[src/rtl/hazard_ctrl.sv]
// Pipeline hazard controller: data, mult/div and eret stalls with interrupt flush.
// Macro HAZARD_MD_STALL_EN enables the mult/div busy tracker and its stall term.
//
// state   | meaning
// MD_IDLE | mult/div unit free
// MD_RUN  | mult/div in progress, counter holds remaining busy cycles
module hazard_ctrl (
  input  logic       clk,
  input  logic       reset,
  input  logic [4:0] rs_ID,
  input  logic [4:0] rt_ID,
  input  logic [1:0] tuse_rs,
  input  logic [1:0] tuse_rt,
  input  logic [4:0] dst_EX,
  input  logic [4:0] dst_MEM,
  input  logic [1:0] tnew_EX,
  input  logic [1:0] tnew_MEM,
  input  logic       md_use_ID,
  input  logic       md_start_EX,
  input  logic       md_div_EX,
  input  logic       eret_ID,
  input  logic       mtc0_epc_EX,
  input  logic       mtc0_epc_MEM,
  input  logic       IntReq,
  output logic       en_PC,
  output logic       en_IF_ID,
  output logic       flush_ID_EX,
  output logic       flush_all,
  output logic       stall,
  output logic       md_busy
);

  logic stall_rs, stall_rt, stall_data, stall_md, stall_eret, stall_any;

  // Register 0 never carries a dependency; tuse of 3 can never be below a 2-bit tnew.
  assign stall_rs = (rs_ID != 5'd0) &&
                    (((rs_ID == dst_EX)  && (tuse_rs < tnew_EX)) ||
                     ((rs_ID == dst_MEM) && (tuse_rs < tnew_MEM)));
  assign stall_rt = (rt_ID != 5'd0) &&
                    (((rt_ID == dst_EX)  && (tuse_rt < tnew_EX)) ||
                     ((rt_ID == dst_MEM) && (tuse_rt < tnew_MEM)));
  assign stall_data = stall_rs | stall_rt;
  assign stall_eret = eret_ID & (mtc0_epc_EX | mtc0_epc_MEM);

`ifdef HAZARD_MD_STALL_EN
  localparam logic MD_IDLE = 1'b0;
  localparam logic MD_RUN  = 1'b1;

  logic       md_state;
  logic [3:0] md_cnt;

  always_ff @(posedge clk) begin
    if (reset) begin
      md_state <= MD_IDLE;
      md_cnt   <= 4'd0;
    end else begin
      case (md_state)
        MD_IDLE: begin
          if (md_start_EX) begin
            md_state <= MD_RUN;
            md_cnt   <= md_div_EX ? 4'd10 : 4'd5;
          end
        end
        MD_RUN: begin
          // A new start while running is ignored; the count is never reloaded.
          md_cnt <= md_cnt - 4'd1;
          if (md_cnt == 4'd1) md_state <= MD_IDLE;
        end
        default: begin
          md_state <= MD_IDLE;
          md_cnt   <= 4'd0;
        end
      endcase
    end
  end

  assign md_busy  = (md_state == MD_RUN);
  assign stall_md = md_use_ID & (md_busy | md_start_EX);
`else
  logic unused_md;
  assign unused_md = ^{clk, md_use_ID, md_start_EX, md_div_EX};
  assign md_busy   = 1'b0;
  assign stall_md  = 1'b0;
`endif

  assign stall_any = stall_data | stall_md | stall_eret;

  // Reset forces the free-running enables; IntReq overrides every stall.
  assign stall       = ~reset & ~IntReq & stall_any;
  assign flush_all   = ~reset & IntReq;
  assign en_PC       = ~stall;
  assign en_IF_ID    = ~stall;
  assign flush_ID_EX = stall;

endmodule

[config.mk]
export PLATFORM = sky130hd
export DESIGN_NAME = hazard_ctrl
export DESIGN_NICKNAME = d
export VERILOG_FILES = /design/src/rtl/hazard_ctrl.sv
export SDC_FILE = /design/constraint.sdc
export NUM_CORES = 1
export LEC_CHECK = 0
export CORE_AREA = 2 2 39 41
export DETAILED_ROUTE_END_ITERATION = 10
export DIE_AREA = 0 0 41 43
export GPL_TIMING_DRIVEN = 0
export PLACE_DENSITY = 0.9
export SLEW_MARGIN = 20
export SYNTH_ARGS = -nofsm -noshare
export SYNTH_HDL_FRONTEND = slang
export SYNTH_SLANG_ARGS = --single-unit
[constraint.sdc]
create_clock -name vclk -period 6.8
set_clock_uncertainty 0.2 [all_clocks]
set_input_delay 1.36 -clock vclk [all_inputs]
set_output_delay 1.36 -clock vclk [all_outputs]
set_load 0.05 [all_outputs]
# Word-level counts from Yosys, hierarchy flattened
# Index checks and enable logic that the tools add are counted.
[op_classes] order_cmp=4 eq_ne=4 n_bitwise=10 reduce_logical=10
[op_table] op="equality test 5 bit" count=4
[op_table] op="nonzero test 5 bit" count=2
[op_table] op="less-than comparator 2 bit" count=4
[op_table] op="logical AND 1 bit" count=6
[op_table] op="AND 1 bit" count=4
[op_table] op="inverter 1 bit" count=3
[op_table] op="bitwise OR 1 bit" count=3
[op_table] op="logical OR 1 bit" count=2
[totals] regBits=0 word_cells=28

# Depth between registers and ports, before layout
[logic_depth] depth_word=8 depth_mapped=8

# Least setup slack after synthesis
# No wires, ideal clock.
[synth_timing] path_type="input -> output" from="input port tnew_MEM[1]" to="output port stall" arrival_time_ns=3.876 t_required_ns=5.240 setup_slack_ns=1.364 path_stages=8 path_buffers=1 cell_sequence="inv_1 > ha_1 > a2111oi_2 > nand4_1 > a21oi_1 > nor2_1 > a211oi_1 > buf_4"
[synth_via] elab_chain_cells=7
[synth_lines] element="start, declared" line="17" text="input logic [1:0] tnew_MEM,"
[synth_lines] element="less-than comparator 2 bit, on equally long branches" line="38, 41"
[synth_lines] element="logical AND 1 bit, on equally long branches" line="38, 41"
[synth_lines] element="logical OR 1 bit, on equally long branches" line="37, 40"
[synth_lines] element="logical AND 1 bit, on equally long branches" line="36, 39"
[synth_lines] element="bitwise OR 1 bit (*)" line="42" text="assign stall_data = stall_rs | stall_rt;"
[synth_lines] element="bitwise OR 1 bit (*)" line="86" text="assign stall_any = stall_data | stall_md | stall_eret;"
[synth_lines] element="AND 1 bit (*)" line="89" text="assign stall = ~reset & ~IntReq & stall_any;"
[synth_lines] element="end, declared" line="29" text="output logic stall,"
# Every way passes the cells marked *; elsewhere a longest branch is shown, timed or not.

# Worst setup path in the final report
# Same ends and word-level chain as after synthesis.

==> metrics.yaml <==
cp.required_ps: 5240
path_cells: "clkdlybuf4s50_1 > inv_1 > ha_1 > a2111oi_2 > nand4_1 > a21oi_1 > nor2_1 > a211oi_1 > buf_4 > clkdlybuf4s50_1"
cap_violations: 0
met1_usage: 0.174
viasPerCell: 4.92
path_max_fanout: 2
worst-setup-path-type: "in2out"
status: "completed"
antenna_found_initial: 0
fillers: 134
place_congestion: 0.769
io_buffers: 38
grt_overflow: 0
syn_nets: 94
synthTopCellsByArea: "xnor2_1 24%, xor2_1 16%, a2111oi_2 14%"
final.setup.tns_ps: 0
drc: 0
seq_area_frac_synth: 0
synth_top_area_share: 0.242
grt_pass1_wl_mm: 2.27
setup_violations: 0
start_kind: "input pin"
start_util: 0.314
fin_nets: 134
final_antenna_net_count: 0
crit_path_start: "tnew_MEM[1]"
grt_max_degree: 4
crit_arrival_ps: 4100
wire_per_inst_um: 12.7
worst_slew_pin_slew_ps: 504
postCtsSetupBuffers: 0
ys_warn_count: 0
syn_to_final_growth_pct: 92.2
area.sequential_um2: 0
synth.most_common_cell: "xnor2_1"
hold_class: "in2out"
grtUsageTotal: 0.175
grtUsageMet3: 0.0157
synth_common_cells: "12 x xnor2_1, 8 x xor2_1"
die_h_um: 43
n_clock_buffer: 0
power_leakage_uw: 0.000301
slew_headroom: 0.663
multi_input_area_um2: 404
synth.distinct_cells: 17
drive_gt1_frac: 0.0879
core-area_um2: 1380
finalHoldViolCount: 0
grt_setup_unrepaired: "no"
critPathMaxStageDelay_ps: 790
ir_worst_vdd_mv: 0.0278
crit_end: "stall"
netlist_instances: 53
cts.repair.resized: 0
final_cells: 107
num_vias: 526
cp_common_cell: "clkdlybuf4s50_1"
wl_mm: 1.36
max_freq_mhz: 177
period_minus_slack_ps: 5660
n_antenna_cell: 0
nFlopsAndLatches: 0
dr.pass1.iters: 4
worst_path_max_delay_cell: "clkdlybuf4s50_1"
pin_count: 43
cellPowerDensity_nw_per_um2: 67.0
rows: 14
die_x_um: 41
period_share: 0.833
synth.cell_area_um2: 434
synth.largest_area_cell: "xnor2_1"
syn_area_per_cell_um2: 8.19
grt.busiest_layer: "met2"
grt_pass1_vias: 573
dieArea_um2: 1760
dp_cells: 107
slew_viol_final: 0
met2_usage: 0.366
drtIter0Drc: 3
cts_hold_buf: 0
end_kind: "output port"
[through the flow]
step           setup slack, ps  area [um2]  power, uW  utilization  hold slack, ps
3_5_place_dp              1120         835       55.9        0.603            3780
2_1_floorplan             1360         434       26.3            -            2690
5_1_grt                    958         835       60.0        0.603            3820
6_report                  1140         835       55.9        0.603            3790
4_1_cts                   1120         835       56.3        0.603            3780
3_3_place_gp              1180         835       54.3        0.603            3760
[how the worst min path moves through the flow]
stage                 from           to  depth (start not counted)
floorplan            reset    flush_all                          1
global placement     reset    flush_all                          3
detailed placement  IntReq  flush_ID_EX                          3
CTS                 IntReq  flush_ID_EX                          3
global route         reset    flush_all                          3
finish              IntReq  flush_ID_EX                          3
[cell type report]
cell class | count | share of cell area
tap | 16 | 0.0240
buffer | 3 | 0.0270
inverter | 2 | 0.00900
multi-input combinational | 48 | 0.484
timing repair buffer | 38 | 0.456
[layout by cell type, fill, tap and decap left out]
master | Yosys | layout
ha_1 | 4 | 4
xnor2_1 | 12 | 12
nand2b_1 | 4 | 4
a21oi_1 | 2 | 2
or4_2 | 1 | 1
a211o_1 | 1 | 1
or4_1 | 1 | 1
o21ai_0 | 1 | 1
clkdlybuf4s50_1 | 0 | 38
buf_4 | 3 | 3
xor2_1 | 8 | 8
nor2b_1 | 1 | 1
inv_1 | 2 | 2
conb_1 | 1 | 1
nor2_1 | 3 | 3
a2111oi_2 | 4 | 4
nand4_1 | 4 | 4
a211oi_1 | 1 | 1
[power breakdown]
| group | total, uW | switching (uW) | internal [uW] |
|---|---|---|---|
| Clock | 0 | 0 | 0 |
| Combinational | 55.9 | 24.3 | 31.6 |
| Sequential | 0 | 0 | 0 |
| Total | 55.9 | 24.3 | 31.6 |
[per-layer routing]
| metal | up-vias | wire length, um | share of wire |
|---|---|---|---|
| met1 | 238 | 501 | 0.37 |
| met2 | 23 | 765 | 0.56 |
| met4 | 0 | 0 | 0 |
| met3 | 0 | 93 | 0.068 |
| li1 | 265 | - | - |
| met5 | - | 0 | 0 |
[worst max-delay path: cells and delay by family]
family          cells  cell delay (ps)
compound gates      3              770
fa+ha+maj           1              280
simple gates        2              220
buf+inv             4             1460
[kinds of logic (layout without fill, tap and decap cells)]
group                      Yosys count  in the layout  share of synthesized area
adders and majority gates            4              4                      0.115
buffers and inverters                5             43                     0.0692
AOI/OAI and AO/OA                    9              9                      0.210
other                                1              1                    0.00864
xor gates and xnor gates            20             20                      0.403
and+or+nand+nor                     14             14                      0.193
(Power assumes the default switching activity.)
